File: src/rtl/display_scan_controller.sv
// Multiplexed 7-segment scan controller: one shared nibble decoder, one-hot digit enables,
// dead-time blanking between digits and a double-buffered display value.
module display_scan_controller #(
  parameter int DIGITS       = 4,
  parameter int PRESCALE     = 1000,
  parameter int BLANK_CYCLES = 8
) (
  input  logic                  clk,
  input  logic                  clr,
  input  logic                  enable,
  input  logic                  load,
  input  logic [4*DIGITS-1:0]   value,
  input  logic                  lzb,
  output logic [3:0]            nibble,
  output logic [DIGITS-1:0]     digit_sel,
  output logic                  frame_done,
  output logic                  pending
);

  localparam int CMAX = (PRESCALE > BLANK_CYCLES) ? PRESCALE : BLANK_CYCLES;
  localparam int CW   = (CMAX > 1) ? $clog2(CMAX) : 1;
  localparam int IW   = $clog2(DIGITS);

  localparam logic [CW-1:0] SHOW_LAST  = CW'(PRESCALE - 1);
  localparam logic [CW-1:0] BLANK_LAST = CW'(BLANK_CYCLES - 1);
  localparam logic [IW-1:0] IDX_LAST   = IW'(DIGITS - 1);

  typedef enum logic [1:0] {IDLE, SHOW, BLANK} state_e;

  state_e                state_q, state_d;
  logic [IW-1:0]         idx_q, idx_d;
  logic [CW-1:0]         cnt_q, cnt_d;
  logic [4*DIGITS-1:0]   active_q, active_d;
  logic [4*DIGITS-1:0]   pbuf_q, pbuf_d;
  logic                  pend_q, pend_d;
  logic                  fdone_d;
  logic                  copy;

  logic [3:0]            nibble_q, nibble_d;
  logic [DIGITS-1:0]     sel_q, sel_d;
  logic                  fdone_q;

  logic [DIGITS-1:0]     sup;
  logic                  upper_zero;
  logic [IW-1:0]         disp_idx;
  logic [3:0]            nib_sel;

  always_comb begin
    state_d  = state_q;
    idx_d    = idx_q;
    cnt_d    = cnt_q;
    active_d = active_q;
    pbuf_d   = pbuf_q;
    pend_d   = pend_q;
    fdone_d  = 1'b0;
    copy     = 1'b0;

    if (!enable) begin
      state_d = IDLE;
      idx_d   = '0;
      cnt_d   = '0;
    end else begin
      case (state_q)
        IDLE: begin
          state_d = SHOW;
          idx_d   = '0;
          cnt_d   = '0;
          copy    = 1'b1;
        end
        SHOW: begin
          if (cnt_q == SHOW_LAST) begin
            state_d = BLANK;
            cnt_d   = '0;
          end else begin
            cnt_d = cnt_q + CW'(1);
          end
        end
        BLANK: begin
          if (cnt_q == BLANK_LAST) begin
            state_d = SHOW;
            cnt_d   = '0;
            if (idx_q == IDX_LAST) begin
              idx_d   = '0;
              fdone_d = 1'b1;
              copy    = 1'b1;
            end else begin
              idx_d = idx_q + IW'(1);
            end
          end else begin
            cnt_d = cnt_q + CW'(1);
          end
        end
        default: begin
          state_d = IDLE;
          idx_d   = '0;
          cnt_d   = '0;
        end
      endcase
    end

    // A load coinciding with the boundary copy moves the old pending value and keeps the new one.
    if (copy && pend_q) begin
      active_d = pbuf_q;
      pend_d   = 1'b0;
    end
    if (load) begin
      pbuf_d = value;
      pend_d = 1'b1;
    end
  end

  // Leading-zero suppression mask, derived from the buffer that will be on display.
  always_comb begin
    upper_zero = 1'b1;
    sup        = '0;
    for (int i = DIGITS - 1; i >= 1; i--) begin
      upper_zero = upper_zero & (active_d[4*i +: 4] == 4'd0);
      sup[i]     = lzb & upper_zero;
    end
  end

  // During BLANK the decoder is already fed the upcoming digit.
  always_comb begin
    disp_idx = idx_d;
    if (state_d == BLANK) begin
      disp_idx = (idx_d == IDX_LAST) ? '0 : idx_d + IW'(1);
    end
    nib_sel = 4'd0;
    for (int i = 0; i < DIGITS; i++) begin
      if (disp_idx == IW'(i)) begin
        nib_sel = active_d[4*i +: 4];
      end
    end
  end

  always_comb begin
    nibble_d = (state_d == IDLE) ? 4'd0 : nib_sel;
    sel_d    = '0;
    if (state_d == SHOW && !sup[idx_d]) begin
      sel_d = DIGITS'(1) << idx_d;
    end
  end

  always_ff @(posedge clk or posedge clr) begin
    if (clr) begin
      state_q  <= IDLE;
      idx_q    <= '0;
      cnt_q    <= '0;
      active_q <= '0;
      pbuf_q   <= '0;
      pend_q   <= 1'b0;
      nibble_q <= 4'd0;
      sel_q    <= '0;
      fdone_q  <= 1'b0;
    end else begin
      state_q  <= state_d;
      idx_q    <= idx_d;
      cnt_q    <= cnt_d;
      active_q <= active_d;
      pbuf_q   <= pbuf_d;
      pend_q   <= pend_d;
      nibble_q <= nibble_d;
      sel_q    <= sel_d;
      fdone_q  <= fdone_d;
    end
  end

  assign nibble     = nibble_q;
  assign digit_sel  = sel_q;
  assign frame_done = fdone_q;
  assign pending    = pend_q;

endmodule
File: config.mk
export PLATFORM = sky130hd
export DESIGN_NAME = display_scan_controller
export DESIGN_NICKNAME = d
export VERILOG_FILES = /design/src/rtl/display_scan_controller.sv
export SDC_FILE = /design/constraint.sdc
export NUM_CORES = 1
export LEC_CHECK = 0
export ABC_AREA = 1
export BUFFER_PORTS_ARGS = -buffer_cell sky130_fd_sc_hd__buf_2
export CORE_MARGIN = 1.5
export CORE_UTILIZATION = 35
export DETAILED_ROUTE_END_ITERATION = 7
export PLACE_DENSITY = 0.55
export SLEW_MARGIN = 20
export SYNTH_ARGS = -nofsm -noshare
export SYNTH_HDL_FRONTEND = slang
export SYNTH_SLANG_ARGS = --single-unit
File: constraint.sdc
create_clock -name clk -period 2.5 [get_ports clk]
set_input_delay 0.125 -clock clk [delete_from_list [all_inputs] [get_ports clk]]
set_output_delay 0.125 -clock clk [all_outputs]
set_load 0.1 [all_outputs]
# ---- Word level (Yosys, flattened, before mapping)
# Index checks and enable logic that the tools add are counted.
dict set report totals {
  register_bits 56
  output_inout_bits 10
  word_cells 71
}
dict set report classes {
  bitwise_logic 5
  order_cmp 1
  shifts 1
  reduce_logical 10
  add_sub_neg 3
  eq_ne 11
  muxes 31
}
# cell count
set ops {}
lappend ops {{$mux 10} 3}
lappend ops {{$mux 4} 6}
lappend ops {{$pmux 10 s2} 1}
lappend ops {{$mux 16} 1}
lappend ops {{$mux 2} 8}
lappend ops {{$eq 2x2->1 const B} 6}
lappend ops {{$logic_not 4->1} 3}
lappend ops {{$add 10x1->10 const B} 1}
lappend ops {{$eq 10x10->1 const B} 1}
lappend ops {{$eq 10x3->1 const B} 1}
lappend ops {{$mux 1} 8}
lappend ops {{$eq 2x1->1 const B} 3}
lappend ops {{$logic_not 2->1} 3}
lappend ops {{$pmux 2 s3} 1}
lappend ops {{$and 1x1->1} 5}
lappend ops {{$add 2x1->2 const B} 2}
lappend ops {{$pmux 2 s2} 1}
lappend ops {{$shl 1x2->4 const A} 1}
lappend ops {{$lt 2x3->1 const B} 1}
lappend ops {{$bmux 1 s2} 1}
lappend ops {{$logic_and 1x1->1} 2}
lappend ops {{$pmux 1 s2} 1}
lappend ops {{$reduce_bool 2->1} 1}
lappend ops {{$logic_not 1->1} 1}

# ---- Logic depth before layout (Yosys ltp)
# Gate-level depths: netlist (run 1).
dict set report logic_depth {
  word_depth 16
  ltp_mapped 17
  mapped_depth_nobuf 17
}

# ---- Worst setup path after synthesis (run 1)
# Ideal clock, no wire load.
dict set report synth_timing {
  path_type {register to register}
  startpoint {reg cnt_q[0]}
  endpoint {reg nibble_q[2], in the netlist nibble[2]}
  n_path_buf 0
  t_arrival_ns 1.996
  stages_incl_launch_ff 17
  slack_ns 0.391
  path_cell_list {dfrtp_1 -> ha_1 -> nand2_2 -> nor2_4 -> inv_2 -> o21ai_2 -> nand2_1 -> nand2_1 -> nand2_1 -> nand2_1 -> ha_1 -> nand2_1 -> o21ai_2 -> o21ai_1 -> nand3_1 -> nand2_1 -> inv_1}
}
dict set report synth_via {
  elab_chain_len 13
  word_cells_on_any_way 29
  cone_classes {1 x add/sub; 7 x eq/ne; 18 x mux; 3 x reduce/logical}
}
# element line_no
set synth_rtl {}
lappend synth_rtl {{from (decl)} 32} ;# logic [CW-1:0] cnt_q, cnt_d;
lappend synth_rtl {{from (signal assigned)} 158} ;# cnt_q <= cnt_d;
lappend synth_rtl {{$eq 10x3->1} 79} ;# if (cnt_q == BLANK_LAST) begin
lappend synth_rtl {{$mux 2} 79}
lappend synth_rtl {{$pmux 2 s2} 63} ;# case (state_q)
lappend synth_rtl {{$mux 2} 58} ;# if (!enable) begin
lappend synth_rtl {{$add 2x1->2 / $eq 2x2->1 (equally long branches)} 126} ;# disp_idx = (idx_d == IDX_LAST) ? '0 : idx_d + IW'(1);
lappend synth_rtl {{$mux 2} 126}
lappend synth_rtl {{$mux 2} 125} ;# if (state_d == BLANK) begin
lappend synth_rtl {{$logic_not 2->1} 130} ;# if (disp_idx == IW'(i)) begin
lappend synth_rtl {{$mux 4 (4 in a row)} 130}
lappend synth_rtl {{$mux 4 *} 137} ;# nibble_d = (state_d == IDLE) ? 4'd0 : nib_sel;
lappend synth_rtl {{named net nibble_d[2]} 39} ;# logic [3:0] nibble_q, nibble_d;
lappend synth_rtl {{to (signal assigned)} 162} ;# nibble_q <= nibble_d;
lappend synth_rtl {{to (decl)} 39}
# The timed path passes the listed nets; every way through them passes the cells marked *.
# A chain may end at the register's enable or synchronous reset.

# ---- Worst setup path in the final report (run 1)
dict set report layout_timing {
  startpoint {reg cnt_q[0]}
  endpoint {reg nibble_q[3], in the netlist nibble[3]}
}
# The elaborated chain is that of the path after synthesis.

==> run_results.csv, run 1 <==
group,metric,value,unit
status,status,"completed",
place,place_area,0.00307,mm^2
clock_network,cts_tree,"built",
critical_path,worstSetupPathType,"flop to flop",
floorplan,ios,31,
pwr,netSwitchingFraction,0.308,
routing,drc,0,
global_route,grt_pass1_wl,9650,um
routing,route.antenna.remaining_nets,0,
place,place_hpwl,4080,um
critical_path,startpoint_type,"flop",
critical_path,worst-path-max-fanout,6,
timing,timing.fmax,0.433,GHz
cells_and_area,fin_area,0.00324,mm^2
timing,fin_setup_tns,0,ns
critical_path,critical-path-max-stage-delay,0.38,ns
yosys,ys_ff_latch,56,
timing,fin_crit_sh,0.924,
timing,setup_violations,0,
clock_network,clkSlewWorstSetupHoldPaths,0.11,ns
clock_network,h-tree-depth,2,
cells_and_area,final_util,0.420,
timing,finalMaxSlewViolations,0,
pwr,power.density,579,mW/mm^2
yosys,avgSynthCellArea,8.33,um^2
cells_and_area,nets,409,
pwr,ir_drop,228,uV
yosys,synthesis.nets,366,
global_route,track_usage,0.143,
critical_path,cp.arrival,2.51,ns
critical_path,crit_path_cell_trace,"ha_1 > nand2_2 > nor2_4 > inv_2 > o21ai_2 > nand2_1 > nand2_1 > nand2_1 > nand2_2 > ha_1 > inv_1 > nand2_1 > nand2_1 > nand3_1 > nand3_1 > a21oi_1",
global_route,grt_max_degree,35,
place,dp_slack,0.152,ns
routing,drtPass1Iterations,4,
critical_path,end_kind,"flop",
flow_run,drv_cap,0,
clock_network,clock_latency,0.31,ns
yosys,synth_seq_area_share,0.502,
routing,drt-total-wl,5380,um
pwr,p_clk_frac,0.276,
routing,initialDrtViolationCount,85,
timing,holdWs,0.0114,ns
floorplan,start_util,0.361,
place,port_buffers,30,
timing,relSlewSlack,0.540,
pwr,seq_power_share,0.542,
pwr,switchingPower,579,uW
global_route,antenna_found_initial,0,
routing,vias,2119,
yosys,syn_inst,335,
routing,routedWlPerCell,11.2,um
timing,fin_ws,0.191,ns
clock_network,clock_path_buffers,2,
pwr,comb_power_share,0.182,
critical_path,critical-path-slowest-cell,"dfrtp_1",
routing,via_per_inst,4.41,
yosys,ys.warnings.count,0,
global_route,grt_pass1_vias,2104,
floorplan,die_x,92.3,um
critical_path,critPathMostFrequentCell,"nand2_1",
yosys,synth_cell_type_count,28,
pwr,p_leak,1.76,nW
place,gp_congestion,0.829,
clock_network,cts_sinks,56,
pwr,internal_power,1.30,mW
cells_and_area,syn_to_final_growth,16.2,%
timing,hold_viol,0,
clock_network,cts_buffers,5,
floorplan,fp-row-count,32,
timing,rsz0062_at_grt,"no",
timing,worstMarginPinSlew,0.688,ns
cells_and_area,drive_gt1_frac,0.198,
timing,fin_skew,0.0110,ns
global_route,overflow,0,
cells_and_area,diodes,0,
critical_path,critPathRequiredTime,2.70,ns
floorplan,core-area,0.00773,mm^2
floorplan,die-area,0.00852,mm^2
yosys,syn_area,0.00279,mm^2
clock_network,cts_root_buffer,"clkbuf_8",
floorplan,chipHeight,92.3,um
timing,period_needed,2.31,ns
worst_hold_path,hp-class,"input port to flop",
[worst max-delay path: cells and delay by family, from the launching register on]
family / cells / cell delay, ns
AOI/OAI and AO/OA: 2 / 0.24
adders and majority gates: 2 / 0.45
buffers and inverters: 2 / 0.12
DFF: 1 / 0.38
and+or+nand+nor: 10 / 1.02
[cell type report]
cell class,instances,area (um^2)
fillers,807,4480
multi-input cells,224,1180
clock inverters,3,26.3
well taps,102,128
inverters,49,184
clock buffers,5,68.8
repair buffers,42,258
flip-flops and latches,56,1400
[layer usage]
| metal | vias up | GRT usage | routed length, um |
|---|---|---|---|
| met3 | 4 | 0.0279 | 120 |
| met2 | 28 | 0.222 | 2360 |
| met4 | 0 | 0.0513 | 58 |
| met5 | - | 0 | 0 |
| met1 | 955 | 0.196 | 2840 |
| li1 | 1132 | - | - |
[flip-flops by register name, summed over array words and instances, names as in the netlist]
signal and count:
nibble 4, cnt_q 10, active_q 16, idx_q 2, frame_done 1, pending 1, state_q 2, digit_sel 4
pbuf_q 16
[power by group through the flow]
stage	combinational (mW)	sequential [mW]	clock (mW)
after global routing	0.389	1.03	0.578
after global placement	0.335	1.04	0
after CTS	0.348	1.02	0.546
final	0.342	1.02	0.518
after detailed placement	0.338	1.04	0
after floorplan	0.196	1.09	0
[what timing repair did]
action / in CTS / in global routing
resized for setup: 0 / 2
setup endpoints to repair: 0 / 8
hold endpoints to repair: 38 / 0
hold buffers: 7 / 0
setup buffers: 0 / 0
[cells in the final DEF (no fill, tap or decap), types with 3 or more instances in the layout]
cell,Yosys,final
inv_1,46,45
nand2_1,95,94
nand4_1,4,4
dfrtp_1,56,56
nand2_2,9,10
o21a_1,3,3
nand2_4,4,4
a21oi_1,6,6
ha_1,10,9
buf_4,0,5
nor2_1,25,25
clkbuf_8,0,5
dlygate4sd3_1,0,7
nor3_1,4,4
nand3_1,29,29
nor2_2,3,3
o21ai_1,9,9
buf_2,2,30
nor2_4,3,3
o21ai_0,5,5
o21ai_2,5,5
inv_2,3,4
[per-stage QoR]
step / std cells / total power [mW]
after floorplan: 335 / 1.29
final: 481 / 1.88
after CTS: 481 / 1.92
after global routing: 481 / 2.00
after detailed placement: 466 / 1.38
after global placement: 466 / 1.37
[cell families after synthesis]
family                     share of synthesized area
xor gates and xnor gates                      0.0126
adders and majority gates                     0.0448
DFF                                            0.502
AOI/OAI and AO/OA                             0.0623
and+or+nand+nor                                0.301
buffers and inverters                         0.0775
[synth_stat cells]
cell       n  area, um^2
nand3b_1   2        15.0
nor3b_1    1        7.51
o21a_1     3        22.5
inv_2      3        11.3
o21ai_0    5        25.0
xor2_1     2        17.5
clkbuf_1   3        11.3
ha_1      10         125
a21oi_1    6        30.0
inv_1     46         173
o21ai_1    9        45.0
nand2_4    4        45.0
nor2_4     3        33.8
buf_6      1        11.3
nand4_2    1        12.5
nand2_2    9        56.3
nand3_1   29         145
buf_2      2        10.0
nor3_1     4        20.0
nand4_1    4        25.0
o21ai_2    5        43.8
o211ai_1   1        7.51
xnor2_1    2        17.5
nand2_1   95         357
nand3_2    1        10.0
nor2_2     3        18.8
nor2_1    25        93.8
dfrtp_1   56        1400
[final timing paths]
check	start	endpoint	slack, ns	cells past startpoint
min reg2reg	cnt_q[0]	cnt_q[0]	0.47	1
max reg2reg	cnt_q[0]	nibble[3]	0.19	16
min	value[4]	pbuf_q[4]	0.01	3
max	cnt_q[0]	nibble[3]	0.19	16
min in group asynchronous	clr	pbuf_q[8]	0.45	3
max in group asynchronous	clr	nibble[1]	1.40	4
Power figures use the tool's default switching activity.
==> run 2, diff against run 1 <==
PLACE_DENSITY = not set   (was 0.55)
==> run_results.csv, run 2 (synthesis results as in run 1) <==
group,metric,value,unit
status,status,"completed",
timing,finalMaxSlewViolations,0,
clock_network,cts_buffers,5,
critical_path,r2r_slack,0.25,ns
routing,route.antenna.remaining_nets,0,
timing,fin_skew,0.0112,ns
floorplan,fp-row-count,32,
floorplan,die_x,92.3,um
pwr,p_leak,1.79,nW
routing,drt-total-wl,5390,um
timing,setup_violations,0,
routing,drtPass1Iterations,4,
pwr,ir_drop,247,uV
floorplan,ios,31,
critical_path,path_delay_family,"simple AND/OR/NAND/NOR gates",
clock_network,cts_tree,"built",
critical_path,end_kind,"flop",
place,dp_slack,0.160,ns
cells_and_area,syn_to_final_growth,17.6,%
critical_path,critical-path-slowest-cell,"dfrtp_1",
place,place_hpwl,4060,um
timing,relSlewSlack,0.672,
routing,initialDrtViolationCount,112,
cells_and_area,diodes,0,
clock_network,cts_sinks,56,
critical_path,critPathMostFrequentCell,"nand2_1",
routing,via_per_inst,4.42,
critical_path,timing.critical_path.buf_inv,2,
routing,vias,2133,
timing,period_needed,2.25,ns
cells_and_area,drive_gt1_frac,0.199,
critical_path,cp.arrival,2.47,ns
place,port_buffers,30,
critical_path,critical-path-max-stage-delay,0.38,ns
critical_path,crit_path_cell_trace,"ha_1 > nand2_2 > nor2_4 > inv_2 > o21ai_2 > nand2_1 > nand2_1 > nand2_1 > nand2_2 > ha_1 > inv_1 > nand2_1 > nand2_2 > nand3_1 > nand3_1 > a21oi_1",
floorplan,die-area,0.00852,mm^2
routing,drc,0,
cells_and_area,top_regs,"active_q (16), pbuf_q (16), cnt_q (10)",
floorplan,chipHeight,92.3,um
clock_network,clkSlewWorstSetupHoldPaths,0.11,ns
flow_run,drv_cap,0,
timing,fin_ws,0.248,ns
global_route,antenna_found_initial,0,
global_route,grt_pass1_vias,1920,
clock_network,clock_latency,0.32,ns
critical_path,critPathRequiredTime,2.72,ns
global_route,grt_max_degree,27,
critical_path,worst-path-max-fanout,6,
cells_and_area,final_common_cell,"nand2_1",
timing,worstMarginPinSlew,0.495,ns
routing,routedWlPerCell,11.2,um
floorplan,core-area,0.00773,mm^2
timing,timing.fmax,0.444,GHz
place,gp_congestion,0.868,
global_route,overflow,0,
timing,fin_crit_sh,0.901,
critical_path,worstSetupPathType,"flop to flop",
cells_and_area,nets,411,
cells_and_area,final_cell_mix,"93 x nand2_1, 56 x dfrtp_1, 45 x inv_1, 30 x buf_2, 29 x nand3_1",
global_route,grt_pass1_wl,9130,um
clock_network,h-tree-depth,2,
timing,rsz0062_at_grt,"no",
global_route,track_usage,0.136,
clock_network,cts_root_buffer,"clkbuf_8",
timing,fin_setup_tns,0,ns
worst_hold_path,hp-class,"input port to flop",
timing,hold_viol,0,
critical_path,startpoint_type,"flop",
pwr,power.density,604,mW/mm^2
floorplan,start_util,0.361,
clock_network,clock_path_buffers,2,
run 2: changes by cell type in the layout (fill, tap and decap cells not counted), sizes merged:
| cell | delta |
|---|---|
| buf | +1 |
| bufinv | +1 |
| clkinv | +1 |
| clkinvlp | -2 |
| dlygate4sd3 | +1 |
run 2: final timing paths:
| check | start | end | depth (start not counted) |
|---|---|---|---|
| min in group asynchronous | clr | cnt_q[0] | 3 |
| min | value[1] | pbuf_q[1] | 3 |
| min reg2reg | pbuf_q[12] | pbuf_q[12] | 2 |
| max | cnt_q[0] | nibble[1] | 16 |
| max reg2reg | cnt_q[0] | nibble[1] | 16 |
| max in group asynchronous | clr | state_q[1] | 4 |
run 2: tightest hold or removal path, stage by stage:
cell	delay (ns)
buf_2	0.08
nand2_1	0.04
o21ai_0	0.05
run 2: where the power goes:
group	total, mW	internal (mW)	switching [mW]
combinational	0.344	0.109	0.235
clock	0.616	0.304	0.312
sequential	1.02	0.988	0.0324
total	1.98	1.40	0.580
run 2: layer usage:
| metal | GRT usage | part of all wire | wire (um) |
|---|---|---|---|
| met1 | 0.198 | 0.52 | 2820 |
| met2 | 0.197 | 0.42 | 2280 |
| met3 | 0.0287 | 0.035 | 187 |
| met4 | 0.0500 | 0.017 | 93 |
| met5 | 0 | 0 | 0 |
run 2: layout make-up:
class | count | area, um^2
multi-input combinational | 224 | 1180
inverter | 49 | 184
tap | 102 | 128
clock inverter | 3 | 46.3
clock buffer | 5 | 68.8
timing repair buffer | 44 | 275
sequential | 56 | 1400
fill | 790 | 4450
run 2: metrics by stage:
stage	util	power [mW]	hold slack, ns	std cells	area, um^2
CTS	0.420	2.00	0.000179	480	3250
finish	0.425	1.98	0.00577	483	3280
global route	0.425	2.10	0.0110	483	3280
detailed placement	0.398	1.38	0.101	466	3070
floorplan	-	1.29	0.232	335	2790
global placement	0.398	1.37	0.101	466	3070
run 2: timing repair:
action / in CTS / in global routing
endpoints found under the hold margin: 19 / 2
setup buffers: 0 / 1
hold buffers: 6 / 2
endpoints found under the setup margin: 0 / 4
resized for setup: 0 / 2
